**src/rtl/pipeline_pkg.sv**
```systemverilog
// Shared ID-stage definitions: immediate mode tags, opcode constants and the
// generated-immediate record stored in the issue skid buffer.
package pipeline_pkg;

  localparam int XLEN = 32;

  typedef enum logic [2:0] {
    NONE = 3'd0,
    SIGN = 3'd1,
    ZERO = 3'd2,
    LUI  = 3'd3,
    BR   = 3'd4,
    JMP  = 3'd5
  } imm_mode_t;

  localparam logic [5:0] OP_RTYPE  = 6'h00;
  localparam logic [5:0] OP_REGIMM = 6'h01;
  localparam logic [5:0] OP_J      = 6'h02;
  localparam logic [5:0] OP_JAL    = 6'h03;
  localparam logic [5:0] OP_BEQ    = 6'h04;
  localparam logic [5:0] OP_BNE    = 6'h05;
  localparam logic [5:0] OP_BLEZ   = 6'h06;
  localparam logic [5:0] OP_BGTZ   = 6'h07;
  localparam logic [5:0] OP_ADDI   = 6'h08;
  localparam logic [5:0] OP_ADDIU  = 6'h09;
  localparam logic [5:0] OP_SLTI   = 6'h0A;
  localparam logic [5:0] OP_SLTIU  = 6'h0B;
  localparam logic [5:0] OP_ANDI   = 6'h0C;
  localparam logic [5:0] OP_ORI    = 6'h0D;
  localparam logic [5:0] OP_XORI   = 6'h0E;
  localparam logic [5:0] OP_LUI    = 6'h0F;
  localparam logic [5:0] OP_LB     = 6'h20;
  localparam logic [5:0] OP_LH     = 6'h21;
  localparam logic [5:0] OP_LW     = 6'h23;
  localparam logic [5:0] OP_LBU    = 6'h24;
  localparam logic [5:0] OP_LHU    = 6'h25;
  localparam logic [5:0] OP_SB     = 6'h28;
  localparam logic [5:0] OP_SH     = 6'h29;
  localparam logic [5:0] OP_SW     = 6'h2B;

  typedef struct packed {
    logic [XLEN-1:0] imm;
    imm_mode_t       mode;
    logic            illegal;
  } imm_res_t;

  localparam imm_res_t IMM_RES_RST = '{imm: '0, mode: NONE, illegal: 1'b0};

endpackage

```
**src/rtl/imm_issue_ctrl_if.sv**
```systemverilog
// IF/ID -> ID/EX handshake bundle for the immediate issue controller.
interface imm_issue_ctrl_if;
  import pipeline_pkg::*;

  logic                  in_valid;
  logic                  in_ready;
  logic [XLEN-1:0]       instr;
  logic                  flush;
  logic                  out_valid;
  logic                  out_ready;
  logic [XLEN-1:0]       imm;
  imm_mode_t             imm_mode;
  logic                  illegal;

  modport master (
    output in_valid, instr, flush, out_ready,
    input  in_ready, out_valid, imm, imm_mode, illegal
  );

  modport slave (
    input  in_valid, instr, flush, out_ready,
    output in_ready, out_valid, imm, imm_mode, illegal
  );

endinterface

```
**src/rtl/imm_issue_ctrl_imm_gen.sv**
```systemverilog
// Combinational opcode classifier and immediate extender.
module imm_gen
  import pipeline_pkg::*;
(
  input  logic [XLEN-1:0] instr,
  output imm_res_t        res
);

  logic [5:0]  op;
  logic [15:0] i16;

  assign op  = instr[31:26];
  assign i16 = instr[15:0];

  always_comb begin
    res = IMM_RES_RST;
    case (op)
      OP_ADDI, OP_ADDIU, OP_SLTI, OP_SLTIU,
      OP_LB, OP_LH, OP_LW, OP_LBU, OP_LHU,
      OP_SB, OP_SH, OP_SW: begin
        res.imm  = {{16{i16[15]}}, i16};
        res.mode = SIGN;
      end
      OP_ANDI, OP_ORI, OP_XORI: begin
        res.imm  = {16'b0, i16};
        res.mode = ZERO;
      end
      OP_LUI: begin
        res.imm  = {i16, 16'b0};
        res.mode = LUI;
      end
      OP_BEQ, OP_BNE, OP_BLEZ, OP_BGTZ, OP_REGIMM: begin
        res.imm  = {{14{i16[15]}}, i16, 2'b00};
        res.mode = BR;
      end
      OP_J, OP_JAL: begin
        res.imm  = {4'b0, instr[25:0], 2'b00};
        res.mode = JMP;
      end
      OP_RTYPE: ;
      default:  res.illegal = 1'b1;
    endcase
  end

endmodule

```
**src/rtl/imm_issue_ctrl.sv**
```systemverilog
// ID-stage immediate issue controller: classifies at the input and holds the
// generated results in a 2-entry skid buffer feeding the ID/EX boundary.
module imm_issue_ctrl
  import pipeline_pkg::*;
#(
  parameter int DATA_W  = 32,
  parameter int INSTR_W = 32
) (
  input logic              clk,
  input logic              rst,
  imm_issue_ctrl_if.slave  bus
);

  if (DATA_W != 32 || INSTR_W != 32) begin : g_width_chk
    $error("imm_issue_ctrl: DATA_W and INSTR_W must both be 32");
  end

  typedef enum logic [1:0] {EMPTY, ONE, TWO} skid_state_t;

  skid_state_t state_q, state_d;
  imm_res_t    head_q, head_d;
  imm_res_t    skid_q, skid_d;
  imm_res_t    gen;
  logic        accept, drain;

  imm_gen u_imm_gen (
    .instr (bus.instr),
    .res   (gen)
  );

  // in_ready comes straight from the state flop, so out_ready never reaches it
  assign bus.in_ready  = (state_q != TWO);
  assign bus.out_valid = (state_q != EMPTY);
  assign bus.imm       = head_q.imm;
  assign bus.imm_mode  = head_q.mode;
  assign bus.illegal   = head_q.illegal;

  assign accept = bus.in_valid  & bus.in_ready;
  assign drain  = bus.out_valid & bus.out_ready;

  always_comb begin
    state_d = state_q;
    head_d  = head_q;
    skid_d  = skid_q;
    if (bus.flush) begin
      state_d = EMPTY;
    end else begin
      case (state_q)
        EMPTY: begin
          if (accept) begin
            state_d = ONE;
            head_d  = gen;
          end
        end
        ONE: begin
          if (accept && drain) begin
            head_d = gen;
          end else if (accept) begin
            state_d = TWO;
            skid_d  = gen;
          end else if (drain) begin
            state_d = EMPTY;
          end
        end
        TWO: begin
          if (drain) begin
            state_d = ONE;
            head_d  = skid_q;
          end
        end
        default: state_d = EMPTY;
      endcase
    end
  end

  always_ff @(posedge clk) begin
    if (rst) begin
      state_q <= EMPTY;
      head_q  <= IMM_RES_RST;
      skid_q  <= IMM_RES_RST;
    end else begin
      state_q <= state_d;
      head_q  <= head_d;
      skid_q  <= skid_d;
    end
  end

endmodule

```
**src/flat_wrapper.sv**
```systemverilog
// flat-port wrapper written by rule: the top's interface ports become plain ports
module imm_issue_ctrl_flat import pipeline_pkg::*;
#(
  parameter int DATA_W  = 32,
  parameter int INSTR_W = 32
)
  (clk, rst, bus_in_valid, bus_instr, bus_flush, bus_out_ready, bus_in_ready, bus_out_valid, bus_imm, bus_imm_mode, bus_illegal);
  imm_issue_ctrl_if bus_i ();
  input logic clk;
  input logic rst;
  input wire logic [$bits(bus_i.in_valid)-1:0] bus_in_valid;
  input wire logic [$bits(bus_i.instr)-1:0] bus_instr;
  input wire logic [$bits(bus_i.flush)-1:0] bus_flush;
  input wire logic [$bits(bus_i.out_ready)-1:0] bus_out_ready;
  output wire logic [$bits(bus_i.in_ready)-1:0] bus_in_ready;
  output wire logic [$bits(bus_i.out_valid)-1:0] bus_out_valid;
  output wire logic [$bits(bus_i.imm)-1:0] bus_imm;
  output wire logic [$bits(bus_i.imm_mode)-1:0] bus_imm_mode;
  output wire logic [$bits(bus_i.illegal)-1:0] bus_illegal;
  assign bus_i.in_valid = bus_in_valid;
  assign bus_i.instr = bus_instr;
  assign bus_i.flush = bus_flush;
  assign bus_i.out_ready = bus_out_ready;
  assign bus_in_ready = bus_i.in_ready;
  assign bus_out_valid = bus_i.out_valid;
  assign bus_imm = bus_i.imm;
  assign bus_imm_mode = bus_i.imm_mode;
  assign bus_illegal = bus_i.illegal;
  imm_issue_ctrl #(.DATA_W(DATA_W), .INSTR_W(INSTR_W)) u_core (.clk(clk), .rst(rst), .bus(bus_i));
endmodule
```
**config.mk**
```make
export PLATFORM = sky130hd
export DESIGN_NAME = imm_issue_ctrl_flat
export DESIGN_NICKNAME = d
export VERILOG_FILES = /design/src/rtl/pipeline_pkg.sv /design/src/rtl/imm_issue_ctrl_if.sv /design/src/rtl/imm_issue_ctrl_imm_gen.sv /design/src/rtl/imm_issue_ctrl.sv /design/src/flat_wrapper.sv
export SDC_FILE = /design/constraint.sdc
export NUM_CORES = 1
export LEC_CHECK = 0
export BUFFER_PORTS_ARGS = -buffer_cell sky130_fd_sc_hd__clkbuf_2
export CAP_MARGIN = 20
export CORE_ASPECT_RATIO = 1.4
export CORE_MARGIN = 8
export CORE_UTILIZATION = 55
export CTS_BUF_LIST = sky130_fd_sc_hd__clkbuf_2
export DETAILED_ROUTE_END_ITERATION = 7
export GPL_ROUTABILITY_DRIVEN = 0
export HOLD_SLACK_MARGIN = 0.03
export PLACE_DENSITY = 0.89
export SLEW_MARGIN = 20
export SYNTH_ARGS = -nofsm -noshare
export SYNTH_HDL_FRONTEND = slang
export SYNTH_HIERARCHICAL = 1
export SYNTH_SLANG_ARGS = --single-unit
```
**constraint.sdc**
```tcl
create_clock -name clk -period 2.5 [get_ports clk]
set_clock_uncertainty 0.1 [all_clocks]
set_input_delay 0.75 -clock clk [delete_from_list [all_inputs] [get_ports clk]]
set_output_delay 0.75 -clock clk [all_outputs]
set_load 0.01 [all_outputs]
```
==> metrics <==
outcome=completed; critical path peak fanout=8; worst reg2reg path depth=4; R2R Path End=u_core/skid_q[34]$_SDFFE_PP0P_; Post-Syn Area=0.00399 mm^2; critical hold path startpoint=u_core/skid_q[1]$_SDFFE_PP0P_; vias post-DR=3902; initial core utilization=0.572; die height=117 um; Crit Reg-Reg Startpoint=u_core/state_q[1]$_SDFFE_PP0P_; Residual DRC=0; Max Cap Viol=0; layout cells sized above 1=0.319; fin nets=529; vias in the first global route=3828; library cells used by synthesis=40; Routed wire per std cell=19.6 um; total CTS buffers=9; Post-CTS Resized=0; ys async rst share=0; IO Pins=75; Post-CTS Setup Inserts=0; Slew Viols, Final=0; min Tclk post-route=2.26 ns; Power, Total=0.00263 W; Vias/cell=6.60; critical path startpoint=u_core/state_q[1]$_SDFFE_PP0P_; fmax=443 MHz; CTS Hold Buffers Added=0; initial antenna violation count=0; EDFF count, synth=0; crit start category=register; Max clock buf depth=2; final period utilization=0.903; most frequent cells in the layout=clkbuf_2, dfxtp_1, a211oi_1; total grt overflow=0; worst setup path endpoint=bus_out_valid; post-route ant nets=0; Synthesized Nets=464; total track usage=0.227; commonest non-fill, non-tap cell in the layout=clkbuf_2; dpl cells=576; CTS Sinks=74; Antenna diodes=0; TritonCTS clock tree=built; normalized max-slew margin=0.607; DR pass1 iterations=5; Port Buffers=74; CP arrival=1.41 ns; Power per Cell Area=562 mW/mm^2; worst hold path depth=2; Gate Count Post-Synth=427; Clock Latency Late Sink=0.50 ns; drt total wl=11.6 mm; Syn. warnings=6; worst vdd ir=0.473 mV; post-synthesis sequential area ratio=0.371; HP Class=reg -> reg; crit path kind=reg -> out; critical path required time=1.65 ns; Least-Margin Pin Slew=0.587 ns; die footprint=0.0103 mm^2; Die W=88.0 um; Top FF cell, synth=dfxtp_1; area grow syn2layout=17.2%; Initial DRC Count=539; global-route wire length before repair=18.6 mm; Post-DP HPWL=8.10 mm; core area=0.00698 mm^2; FF+latch count, synth=74; largest net degree at the start of global routing=37; root buf cell=clkbuf_2; RSZ-0062 raised after global routing=no; Clock Pin Slew Worst Setup and Hold Paths=0.20 ns; final setup vio count=0; FF-to-FF setup slack=0.50 ns; Syn Area/Cell=9.34 um^2; count of final hold-check violations=0; Pleak=1.98 nW; CP Capture Type=primary output; Layout Cells excl Fill=591; row count=36; CTS H-Tree Depth=3
cell type report:
| cell class | instances | area, um^2 |
|---|---|---|
| fill | 516 | 2310 |
| multi-input combinational | 300 | 2250 |
| sequential | 74 | 1480 |
| timing repair buffer | 105 | 666 |
| tap | 95 | 119 |
| clock inverter | 6 | 106 |
| clock buffer | 9 | 45.0 |
| inverter | 2 | 7.51 |
synthesized netlist by cell type, types with 2 or more instances:
library cell	number	area, um^2
nor4bb_1	2	20.0
nand3_1	37	185
dfxtp_1	74	1480
a211oi_2	30	375
nor2_1	4	15.0
a21oi_1	40	200
a221o_1	12	120
buf_6	7	78.8
inv_1	2	7.51
a211oi_1	45	338
nand2b_1	2	12.5
nor3_1	3	15.0
clkbuf_1	21	78.8
and2_1	2	12.5
buf_2	17	85.1
a21o_1	7	52.6
a22o_1	14	123
o21ai_1	13	65.1
nand2_1	11	41.3
o21ai_0	26	130
buf_4	4	30.0
mux2i_1	36	360
flip-flops by register name, indices dropped and copies added (netlist names):
signal	flops
u_core/bus.illegal	1
u_core/skid_q	36
u_core/bus.imm_mode	3
u_core/bus.imm	32
u_core/state_q	2
how the worst min path moves through the flow:
stage | to
final | u_core/skid_q[1]$_SDFFE_PP0P_
after global routing | u_core/skid_q[1]$_SDFFE_PP0P_
after CTS | u_core/skid_q[28]$_SDFFE_PP0P_
after global placement | u_core/skid_q[19]$_SDFFE_PP0P_
after detailed placement | u_core/skid_q[28]$_SDFFE_PP0P_
after floorplan | u_core/skid_q[2]$_SDFFE_PP0P_
per-stage QoR:
step / TNS [ns] / util / setup WS, ns / area (um^2) / hold slack (ns)
2_1_floorplan: 0 / - / 0.119 / 3990 / 0.353
3_3_place_gp: 0 / 0.648 / 0.00436 / 4520 / 0.359
3_5_place_dp: -0.0159 / 0.648 / -0.0159 / 4520 / 0.368
4_1_cts: 0 / 0.670 / 0.229 / 4670 / 0.390
5_1_grt: 0 / 0.670 / 0.186 / 4670 / 0.413
6_report: 0 / 0.670 / 0.243 / 4670 / 0.392
report_power, final:
part | total [W] | internal, W | switching [W]
Combinational | 0.000532 | 0.000218 | 0.000314
Clock | 0.000829 | 0.000421 | 0.000409
Sequential | 0.00127 | 0.00123 | 0.0000314
Total | 0.00263 | 0.00187 | 0.000754
worst max-delay path, cell delays in order, from the launching register on:
cell,delay (ns)
dfxtp_1,0.46
or2_2,0.32
clkbuf_2,0.13
layer usage:
metal / vias to the layer above / routed length, um / global-route usage
met3: 33 / 1100 / 0.0531
li1: 1779 / - / -
met1: 1847 / 4540 / 0.273
met5: - / 0 / 0
met4: 0 / 332 / 0.0956
met2: 243 / 5630 / 0.376
cell families (layout without fill, tap and decap cells):
family	count (synthesis)	count (layout)	share of synthesized area
flip-flops	74	74	0.371
AO/OA/AOI/OAI	191	191	0.366
AND/OR/NAND/NOR	72	72	0.0969
multiplexers	37	37	0.0931
buffers and inverters	53	122	0.0731
Power figures use the tool's default switching activity.
